`config.mk`:
```
export PLATFORM = sky130hd
export DESIGN_NAME = alu_sequencer
export DESIGN_NICKNAME = d
export VERILOG_FILES = /design/src/rtl/alu_sequencer.sv
export SDC_FILE = /design/constraint.sdc
export NUM_CORES = 1
export LEC_CHECK = 0
export CAP_MARGIN = 10
export CORE_ASPECT_RATIO = 2
export CORE_MARGIN = 2
export CORE_UTILIZATION = 45
export CTS_CLUSTER_DIAMETER = 80
export DETAILED_ROUTE_END_ITERATION = 7
export DONT_BUFFER_PORTS = 1
export PLACE_DENSITY = 0.6
export SLEW_MARGIN = 20
export SYNTH_ARGS = -nofsm -noshare
export SYNTH_HDL_FRONTEND = slang
export SYNTH_SLANG_ARGS = --single-unit
```
`constraint.sdc`:
```
create_clock -name clk -period 3.5 [get_ports clk]
set_input_delay 0.525 -clock clk [delete_from_list [all_inputs] [get_ports clk]]
set_output_delay 0.525 -clock clk [all_outputs]
set_load 0.005 [all_outputs]
```
`src/rtl/alu_sequencer.sv`:
```
// Sequences one command at a time through an external ALU: issue, wait WAIT_CYCLES, capture, respond.
// Latency: rsp_valid 2+WAIT_CYCLES cycles after accept (1 cycle for rejected ops); rsp held until rsp_ready, no overlap.
module alu_sequencer #(
    parameter int WIDTH       = 8,
    parameter int WAIT_CYCLES = 1
) (
    input  logic             clk,
    input  logic             rst,
    input  logic             on,
    input  logic             cmd_valid,
    output logic             cmd_ready,
    input  logic [2:0]       cmd_op,
    input  logic             cmd_chain,
    input  logic [WIDTH-1:0] cmd_a,
    input  logic [WIDTH-1:0] cmd_b,
    output logic [2:0]       alu_in_sel,
    output logic [WIDTH-1:0] alu_num1,
    output logic [WIDTH-1:0] alu_num2,
    output logic [6:0]       alu_out_sel,
    input  logic [WIDTH-1:0] alu_result,
    input  logic             alu_overflow,
    output logic             rsp_valid,
    input  logic             rsp_ready,
    output logic [WIDTH-1:0] rsp_data,
    output logic             rsp_error,
    output logic             busy
);
    typedef enum logic [1:0] {IDLE, ISSUE, WAIT, RESP} state_t;

    localparam logic [2:0] OP_MULT   = 3'd6;
    localparam logic [2:0] OP_RSVD   = 3'd7;
    localparam logic [3:0] WAIT_LAST = 4'(WAIT_CYCLES - 1);

    state_t           state_q, state_d;
    logic [2:0]       op_q, op_d;
    logic             chain_q, chain_d;
    logic [WIDTH-1:0] a_q, a_d;
    logic [WIDTH-1:0] b_q, b_d;
    logic [3:0]       cnt_q, cnt_d;
    logic [WIDTH-1:0] rsp_data_q, rsp_data_d;
    logic             rsp_error_q, rsp_error_d;
    logic             has_result_q, has_result_d;
    logic             cmd_fire;
    logic             reject;
    logic             capture_err;
    logic [6:0]       op_onehot;

    always_comb begin
        op_onehot = 7'b0000000;
        if (op_q != OP_RSVD) begin
            op_onehot = 7'b1000000 >> op_q;
        end
    end

    always_comb begin
        state_d      = state_q;
        op_d         = op_q;
        chain_d      = chain_q;
        a_d          = a_q;
        b_d          = b_q;
        cnt_d        = cnt_q;
        rsp_data_d   = rsp_data_q;
        rsp_error_d  = rsp_error_q;
        has_result_d = has_result_q;
        cmd_ready    = (state_q == IDLE) & on & ~rst;
        cmd_fire     = cmd_valid & cmd_ready;
        // Chaining needs a persisted ALU value that came from an error-free result.
        reject       = (cmd_op == OP_RSVD) | (cmd_chain & ~has_result_q);
        capture_err  = alu_overflow & (op_q == OP_MULT);

        case (state_q)
            IDLE: begin
                if (cmd_fire) begin
                    op_d    = cmd_op;
                    chain_d = cmd_chain;
                    a_d     = cmd_a;
                    b_d     = cmd_b;
                    if (reject) begin
                        state_d      = RESP;
                        rsp_data_d   = '0;
                        rsp_error_d  = 1'b1;
                        has_result_d = 1'b0;
                    end else begin
                        state_d = ISSUE;
                    end
                end
            end
            ISSUE: begin
                state_d = WAIT;
                cnt_d   = WAIT_LAST;
            end
            WAIT: begin
                if (cnt_q == 4'd0) begin
                    state_d      = RESP;
                    rsp_data_d   = alu_result;
                    rsp_error_d  = capture_err;
                    has_result_d = ~capture_err;
                end else begin
                    cnt_d = cnt_q - 4'd1;
                end
            end
            RESP: begin
                if (rsp_ready) begin
                    state_d = IDLE;
                end
            end
            default: state_d = IDLE;
        endcase
    end

    always_comb begin
        alu_in_sel  = 3'b000;
        alu_num1    = '0;
        alu_num2    = '0;
        alu_out_sel = 7'b0000000;
        if (state_q == ISSUE || state_q == WAIT) begin
            alu_num1    = a_q;
            alu_num2    = b_q;
            alu_out_sel = op_onehot;
        end
        if (state_q == ISSUE) begin
            alu_in_sel = chain_q ? 3'b100 : 3'b010;
        end
        if (rst) begin
            alu_in_sel = 3'b001;
        end
    end

    assign rsp_valid = (state_q == RESP);
    assign rsp_data  = rsp_data_q;
    assign rsp_error = rsp_error_q;
    assign busy      = (state_q != IDLE);

    always_ff @(posedge clk) begin
        if (rst) begin
            state_q      <= IDLE;
            op_q         <= 3'd0;
            chain_q      <= 1'b0;
            a_q          <= '0;
            b_q          <= '0;
            cnt_q        <= 4'd0;
            rsp_data_q   <= '0;
            rsp_error_q  <= 1'b0;
            has_result_q <= 1'b0;
        end else begin
            state_q      <= state_d;
            op_q         <= op_d;
            chain_q      <= chain_d;
            a_q          <= a_d;
            b_q          <= b_d;
            cnt_q        <= cnt_d;
            rsp_data_q   <= rsp_data_d;
            rsp_error_q  <= rsp_error_d;
            has_result_q <= has_result_d;
        end
    end
endmodule

```
Word level (Yosys, flattened, before mapping)
Index checks and enable logic that the tools add are counted.
W data, S select, Z words.
{"block": "op_classes", "muxes": 26, "bitwise": 9, "div_mod_pow": 0, "n_addsub": 1, "shift": 1, "eq_ne": 11, "n_reduce_logical": 10, "n_lt_le_gt_ge": 0, "mul": 0}
{"op": "$mux W8", "n": 5}
{"op": "$pmux W8 S2", "n": 1}
{"op": "$mux W7", "n": 2}
{"op": "$mux W3", "n": 3}
{"op": "$mux W2", "n": 4}
{"op": "$ne A2 B2 Y1 const B", "n": 4}
{"op": "$pmux W2 S4", "n": 1}
{"op": "$pmux W4 S2", "n": 1}
{"op": "$shr A7 B3 Y7 const A", "n": 1}
{"op": "$eq A3 B3 Y1 const B", "n": 2}
{"op": "$mux W1", "n": 6}
{"op": "$reduce_bool A2 Y1", "n": 3}
{"op": "$and A1 B1 Y1", "n": 5}
{"op": "$eq A2 B2 Y1 const B", "n": 2}
{"op": "$logic_not A4 Y1", "n": 1}
{"op": "$mux W4", "n": 1}
{"op": "$pmux W1 S2", "n": 2}
{"op": "$reduce_and A2 Y1", "n": 2}
{"op": "$reduce_and A4 Y1", "n": 1}
{"op": "$sub A4 B1 Y4 const B", "n": 1}
{"op": "$ne A3 B3 Y1 const B", "n": 1}
{"op": "$not A1 Y1", "n": 3}
{"op": "$reduce_and A3 Y1", "n": 1}
{"op": "$eq A2 B1 Y1 const B", "n": 1}
{"op": "4 further kinds", "n": 4}
{"block": "totals", "in_bits": 34, "register_bits": 36, "memories": 0, "ramBits": 0, "romBits": 0, "latch_bits": 0}

Longest topological paths before layout
Gate-level depths: netlist of run 1.
{"block": "depth", "ltp_word": 6, "mapped_depth": 8}

Worst setup path before layout of run 1
No wires, ideal clock.
{"block": "synth_path", "path_kind": "register to register", "start": "register cnt_q[0]", "end": "register state_q[1]", "required_time_ps": 3374, "stages_incl_launch_ff": 8, "setup_ps": 126, "path_slack_ps": 1676, "path_buffers": 1, "arrival_ps": 1697, "cell_sequence": "dfxtp_1 inv_1 ha_1 or3b_1 buf_2 a222oi_1 mux2i_1 nor2_1"}
{"block": "synth_via", "elab_chain_len": 3}
{"item": "start: declaration", "line_no": "39", "text": "logic [3:0] cnt_q, cnt_d;"}
{"item": "start signal: assignment", "line_no": "151", "text": "cnt_q <= cnt_d;"}
{"item": "$logic_not A4 Y1", "line_no": "93", "text": "if (cnt_q == 4'd0) begin"}
{"item": "$ne A2 B2 Y1 (no source line)"}
{"item": "$reduce_and A3 Y1 (no source line)"}
{"item": "end signal: assignment", "line_no": "146", "text": "state_q <= state_d;"}
{"item": "end: declaration", "line_no": "34", "text": "state_t state_q, state_d;"}
Every way passes these cells.
A chain may end at the register's enable or synchronous reset.

Worst setup path in the final report of run 1
{"block": "layout_path", "start": "register state_q[0]", "end": "output alu_out_sel[6]"}
{"block": "layout_via", "elab_chain_len": 3, "elab_cells_between_ends": 4, "classes_between": "eq/ne: 2; mux: 1; reduce/logical: 1"}
{"item": "$eq A2 B1 Y1 / $eq A2 B2 Y1 (equally long branches)", "line_no": "116", "text": "if (state_q == ISSUE || state_q == WAIT) begin"}
{"item": "$logic_or A1 B1 Y1 *", "line_no": "116"}
{"item": "$mux W7 *", "line_no": "116"}
{"item": "end: declaration", "line_no": "19", "text": "output logic [6:0] alu_out_sel,"}
Mark *: on every way between the ends. The rest lies on a longest branch, timed or not.

==> results list, run 1 <==
- Post-Place Cell Area: 1870 sq um
- During I/O placement, the number of pins put on the boundary was 72.
- At the worst endpoint, the arrival time is 1810 ps.
- Summed over all cells, the static leakage comes to 0.710 nW.
- Counting every net in the synthesized netlist gives 274.
- Yosys warns: 0
- Worst hold margin: 298 ps
- The floorplan step set the die width to 49.3 um.
- Counting distinct cell types in the post-synthesis netlist gives 33.
- The max-slew violation total from the final report came to 0.
- Worst Tran Pin Value: 927 ps
- Routed WL per cell: 13.9 um
- Wire length after detailed routing: 3900 um
- Setup violations remaining at the end of the flow were counted as 0.
- In this run, post-CTS repair resized a total of 0 instances.
- The number of endpoints with negative hold slack in the final report is 0.
- Clock tree from TritonCTS: yes
- The first detailed-routing pass ran for 4 iterations.
- Commonest non-fill, non-tap cells in the layout: sky130_fd_sc_hd__dfxtp_1 (36), sky130_fd_sc_hd__nand2_1 (33), sky130_fd_sc_hd__nand2b_1 (25)
* Peak fanout along the critical path: 19
- The tightest min-delay check is of the input pin to flip-flop type.
- For this design, the sink count on the clock tree is 36.
- Clock-pin slew was measured on the worst setup and hold paths at 80 ps.
* Largest net degree at the start of global routing: 41
- The number of antenna diodes in the final layout is 0.
- Final weighted congestion in routability-driven placement: 0.803
* Via count of the first global-routing pass: 1,477
- Counting the fill cells in the layout gives 421.
* Sequential-to-total area share from yosys stat: 0.390
- Violation count after the first detailed-route iteration: 26
* Worst Setup End Kind: output port
* Worst setup skew after layout: 8.57 ps
- The H-tree generated during clock tree synthesis spans 2 levels.
- Area growth from synthesis to final layout: 7.25%
- Total via count after detailed routing: 1,564
* Final core utilization: 0.495
- In this run the most critical hold path is launched from rst.
- Cell Area, Synth: 1850 sq um
- The floorplan step defined a die boundary enclosing 4660 sq um.
- Port bufs: 0
- Leaving out fill and tap cells, the most frequent cell in the layout is sky130_fd_sc_hd__dfxtp_1.
- The final layout contains 269 nets.
* Number of buffers added by the clock tree synthesis step: 5
* Fraction of layout instances using a drive strength above 1: 0.0480
- Initial antenna violation count: 0
* Startpoint types: flip-flop
* Final min period: 2330 ps
- In this run the clock root is driven by a sky130_fd_sc_hd__clkbuf_8.
- # rows: 33
- By startpoint and endpoint, the worst setup path is classified as flip-flop to output port.
- After the flow finishes, the layout carries non-filler instances totaling 281.
- The initial utilization of the core area, before any placement, comes to 0.461.
- Rel. slew slack: 0.377
- Mean instance size in the synthesized netlist: 7.93 sq um
- The run finished with clean final reports.
- Maximum clock insertion buffer count: 2
- Of the available clock period, the critical path in the final layout requires 0.666.
- The synthesized design contains 36 register bits.
* Number of flops mapped to enable cells by yosys: 0
* Post-place setup slack: 1340 ps
- Final worst setup slack: 1170 ps
- In the synthesized netlist the dominant register cell turns out to be sky130_fd_sc_hd__dfxtp_1.
* Half-perimeter wire length of the detailed placement result: 2740 um
- Hold_buf cts: 0
* Die outline height: 94.6 um
- Overall fraction of global-route tracks in use: 0.174
- Achievable Freq: 429 MHz
- Routed vias/inst: 5.57
- Number of nets still failing antenna checks after routing: 0
* P per Cell Area: 643 nW/um^2
- Leftover overflow at the end of global routing: 0
- Data on the critical path is required at its endpoint by 2970 ps.
- The startpoint identified for the worst register-to-register timing path is state_q[0]$_SDFFE_PP0P_.
* Final Cell Area: 1980 sq um
* Buffers inserted by post-CTS timing repair: 0
- In the synthesized netlist the async set-or-reset flop fraction comes to 0.
- After detailed routing, the number of remaining DRC violations is 0.
- The first global-routing pass estimated 6330 um of wire.
* Launching element of the worst setup path: state_q[0]$_SDFFE_PP0P_
- After floorplanning, the core was sized to cover 4010 sq um.
* Post-Synthesis Cells: 233
- Once placement completed, the tool counted placed cells totaling 273.
- Overall power of the completed layout: 1.27 mW
* Count of max-cap constraint violations: 0
* VDD IR max: 0.620 mV
- Sum of negative setup slack: 0 ps
* Skew-Pair Late Insertion Delay: 280 ps
- Setup repair after global routing left no endpoint under its margin.
-- area by class of cell --
class	count	area (sq um)	share of cell area
Timing Repair Buffer	2	15.0	0.00758
Tap cell	52	65.1	0.0328
Inverter	6	22.5	0.0114
Sequential cell	36	721	0.364
Clock inverter	3	42.5	0.0215
Multi-Input combinational cell	177	1050	0.528
Clock buffer	5	68.8	0.0347
-- cell usage after synthesis (4+ instances only) --
library cell,instances,area (sq um)
sky130_fd_sc_hd__and2_1,17,106
sky130_fd_sc_hd__dfxtp_1,36,721
sky130_fd_sc_hd__o21ai_1,7,35.0
sky130_fd_sc_hd__nand2_1,33,124
sky130_fd_sc_hd__nor2_1,13,48.8
sky130_fd_sc_hd__a21oi_1,13,65.1
sky130_fd_sc_hd__nand2b_1,25,156
sky130_fd_sc_hd__nor3_1,4,20.0
sky130_fd_sc_hd__a221o_1,8,80.1
sky130_fd_sc_hd__inv_1,5,18.8
sky130_fd_sc_hd__o21ai_0,15,75.1
sky130_fd_sc_hd__nand3_1,12,60.1
sky130_fd_sc_hd__clkbuf_1,12,45.0
sky130_fd_sc_hd__ha_1,7,87.6
-- critical path, stage by stage, from the launching register on --
cell	delay, ps
sky130_fd_sc_hd__dfxtp_1	390
sky130_fd_sc_hd__inv_1	100
sky130_fd_sc_hd__ha_1	620
sky130_fd_sc_hd__nand2b_1	190
sky130_fd_sc_hd__nor3_1	230
-- layer usage --
metal	up-vias	wire length, um	track usage
li1	791	-	-
met2	50	1880	0.309
met3	6	269	0.0522
met5	-	0	0
met1	717	1680	0.185
met4	0	67	0.0786
-- logic make-up after synthesis --
kind of cell | Yosys count | share of synthesized area
and+or+nand+nor | 117 | 0.335
AOI/OAI and AO/OA | 52 | 0.179
DFF | 36 | 0.390
buffers and inverters | 20 | 0.0434
adders and majority gates | 7 | 0.0474
muxes | 1 | 0.00542
-- report_power, final --
group          internal [mW]  total (mW)  switching, mW
sequential             0.463       0.505         0.0415
clock                  0.211       0.359          0.149
combinational          0.144       0.409          0.265
-- registers in the layout, indices dropped and copies added (netlist names) --
name,count
has_result_q,1
rsp_error,1
op_q,3
rsp_data,8
b_q,8
cnt_q,4
a_q,8
chain_q,1
state_q,2
-- worst paths after layout --
check	cells after the start	slack (ps)	endpoint
setup / recovery	4	1170	alu_out_sel[6]
hold / removal	1	300	cnt_q[2]$_SDFFE_PP0P_
setup reg to reg	6	1330	rsp_data[3]$_SDFFE_PP0P_
hold reg to reg	2	460	a_q[1]$_SDFFE_PP0P_
Power figures use the tool's default switching activity.
==> inputs of run 2 (changes only) <==
--- a/config.mk
+++ b/config.mk
@@ -12,7 +12,7 @@
 export CTS_CLUSTER_DIAMETER = 80
 export DETAILED_ROUTE_END_ITERATION = 7
 export DONT_BUFFER_PORTS = 1
-export PLACE_DENSITY = 0.6
+export PLACE_DENSITY = 0.62
 export SLEW_MARGIN = 20
 export SYNTH_ARGS = -nofsm -noshare
 export SYNTH_HDL_FRONTEND = slang
==> constraint.sdc (replaced) <==
create_clock -name clk -period 1.89 [get_ports clk]
set_input_delay 0.2835 -clock clk [delete_from_list [all_inputs] [get_ports clk]]
set_output_delay 0.2835 -clock clk [all_outputs]
set_load 0.005 [all_outputs]
==> run 2 against run 1 <==
- largest cell class unchanged
- utilization is 4.1 points higher
- critical path depth unchanged
- wire length is 12% higher
- total power is 110% higher
- first-iteration DRC count is 35% higher
- clock-buffer cell count is 2 higher
- setup slack worse by 1100 ps
- sequential share of layout area fell by 2.7 points
- clock power rose by 110%
==> results list, run 2 (synthesized netlist as in run 1, its figures left out) <==
- Outcome: completed (unchanged).
- Rel. slew slack: 0.622 (was 0.377)
- Arrival @ worst endpoint: 1530 ps (was 1810 ps)
- The latest clock arrival within the worst-skew pair is 280 ps (about the same).
* Worst path cell trace: inv_2, ha_2, buf_4, and2_1 (was inv_1, ha_1, nand2b_1, nor3_1)
* Initial antenna violation count: 0 (unchanged)
* Layout Cells excl Fill: 296 (was 281)
* Kind of cell with the highest combined delay on the critical path: adder cells (unchanged)
- Final Hold Vio Count: 0 (unchanged)
* Data required time at the worst endpoint: 1610 ps (was 2970 ps)
- Setup repair after global routing missed its margin: false (unchanged)
- The count of input and output buffers is 0 (unchanged).
- The max-capacitance violation count came to 0 (unchanged).
- The critical-path maximum fanout is 10 (was 19).
- The buffer cell driving the clock tree root is sky130_fd_sc_hd__clkbuf_8 (unchanged).
- The detailed-placement wirelength estimate came to 3110 um (was 2740 um).
* Achievable Freq: 553 MHz
- The register-to-register setup slack was 110 ps (was 1330 ps).
- Leftover overflow at the end of global routing: 0 (unchanged)
* # placed instances: 284 (was 273)
* Violation count after the first detailed-route iteration: 35 (was 26)
- The average via count per standard cell is 5.61 (was 5.57).
* Final worst path period share: 0.957
- Clock slew seen by the registers of the worst setup and hold paths: 70 ps (was 80 ps)
- Area growth from synthesis to final layout: 16.2% (was 7.25%)
- The number of setup violations in the final report came to 0 (unchanged).
- Final min period: 1810 ps
- The worst min-delay path category is input pin to flip-flop (unchanged).
* Worst setup skew after layout: 4.05 ps (was 8.57 ps)
- Die Outline Area: 4660 sq um (unchanged)
- The utilization of the core after routing came to 0.536 (was 0.495).
* Clock tree from TritonCTS: yes (unchanged)
- H-tree depth: 2 (unchanged)
* Maximum clock insertion buffer count: 2 (unchanged)
- The count of boundary I/O pins was 72 (unchanged).
- The count of nets left with antenna violations after detail routing came to 0 (unchanged).
- The critical path startpoint category is a flip-flop (unchanged).
* Master of the slowest instance on the critical path: sky130_fd_sc_hd__ha_2 (was sky130_fd_sc_hd__ha_1)
- The floorplan core area was 4010 sq um (unchanged).
- The die outline width is 49.3 um (unchanged).
- Total inserted antenna cells: 0 (unchanged)
* Maximum single-stage delay on the critical path: 430 ps (was 620 ps)
- Critical path class: flip-flop to output port (unchanged)
* Overall fraction of global-route tracks in use: 0.200 (was 0.174)
* Largest net degree at the start of global routing: 36 (was 41)
- The residual DRC count is 0 (unchanged).
- Final Slew Violations: 0 (unchanged)
- The post-place setup slack is -99.3 ps (was 1340 ps).
* Final weighted congestion in routability-driven placement: 0.801 (was 0.803)
* Commonest non-fill, non-tap cells in the layout: sky130_fd_sc_hd__dfxtp_1 (35), sky130_fd_sc_hd__nand2_1 (33), sky130_fd_sc_hd__nand2b_1 (25) (was sky130_fd_sc_hd__dfxtp_1 (36), sky130_fd_sc_hd__nand2_1 (33), sky130_fd_sc_hd__nand2b_1 (25))
- The initial cell density of the core is 0.461 (unchanged).
- The first-pass iteration count of the detailed router came to 4 (unchanged).
- The leading cell type in the layout, fill and taps excluded is sky130_fd_sc_hd__dfxtp_1 (unchanged).
- CP bufs+invs: 2 (was 1)
- The routed wirelength normalized by instance count was 14.8 um (was 13.9 um).
- The largest voltage drop on the vdd net was 0.976 mV (was 0.620 mV).
* # rows: 33 (unchanged)
- P per Cell Area: 1230 nW/um^2 (was 643 nW/um^2)
- Worst Setup End Kind: output port (unchanged)
- The leakage power summed over all cells was 0.800 nW (was 0.710 nW).
* Fraction of layout instances using a drive strength above 1: 0.139 (was 0.0480)
- Via count of the first global-routing pass: 1,620 (was 1,477)
* Fillers: 399 (was 421)
- The total wire length was 4370 um (was 3900 um).
* Clk sinks: 36 (unchanged)
- The die height is 94.6 um (unchanged).
- The slew at the pin closest to its max-slew limit came to 564 ps (was 927 ps).
- Total via count after detailed routing: 1,662 (was 1,564)
- Number of buffers added by the clock tree synthesis step: 5 (unchanged)
* Overall power of the completed layout: 2.63 mW (was 1.27 mW)
- Nets: 284 (was 269)
* Post-Place Cell Area: 1960 sq um (was 1870 sq um)
- The finished layout cell area is 2150 sq um (was 1980 sq um).
* Final worst setup slack: 80.5 ps (was 1170 ps)
- The wire length of the first global-routing pass was 7340 um (was 6330 um).
run 2: cell types whose count changed in the layout (fill, tap and decap cells not counted), sizes merged:
cell,change
buf,+15
clkbuf,+2
clkinv,-1
clkinvlp,-1
run 2: metrics by stage:
step / hold slack, ps / setup TNS [ps]
6_report: 54.5 / 0
5_1_grt: 42.6 / 0
4_1_cts: 47.0 / 0
3_5_place_dp: 359 / -579
3_3_place_gp: 357 / 0
2_1_floorplan: 392 / 0
run 2: cell type report:
| class | count | area (sq um) | share of cell area |
|---|---|---|---|
| clock buffer | 7 | 96.3 | 0.0449 |
| clock inverter | 1 | 30.0 | 0.0140 |
| inverter | 6 | 22.5 | 0.0105 |
| multi-input combinational | 177 | 1070 | 0.499 |
| sequential | 36 | 722 | 0.336 |
| tap | 52 | 65.1 | 0.0303 |
| timing repair buffer | 17 | 140 | 0.0653 |
run 2: report_power, final:
group	internal [mW]	switching (mW)
sequential	0.858	0.0713
combinational	0.403	0.561
clock	0.465	0.272
run 2: layer usage:
| metal | wire (um) | vias to the layer above | GRT usage | share of wire |
|---|---|---|---|---|
| li1 | - | 819 | - | - |
| met1 | 1830 | 777 | 0.237 | 0.42 |
| met2 | 2110 | 60 | 0.323 | 0.48 |
| met3 | 351 | 6 | 0.0665 | 0.080 |
| met4 | 78 | 0 | 0.0905 | 0.018 |
| met5 | 0 | - | 0 | 0 |
run 2: timing repair:
action | 4_1_cts | 5_1_grt
gates resized for setup | 3 | 6
cloned | 0 | 0
hold buffers | 0 | 0
pin swaps | 1 | 2
setup buffers | 1 | 3
endpoints found under the setup margin | 23 | 21
run 2: final timing paths:
check | from | endpoint | cells after the start
setup / recovery | state_q[1]$_SDFFE_PP0P_ | alu_num1[0] | 4
hold / removal | rst | state_q[0]$_SDFFE_PP0P_ | 1
setup reg to reg | cnt_q[1]$_SDFFE_PP0P_ | state_q[1]$_SDFFE_PP0P_ | 7
hold reg to reg | has_result_q$_SDFFE_PP0P_ | has_result_q$_SDFFE_PP0P_ | 1
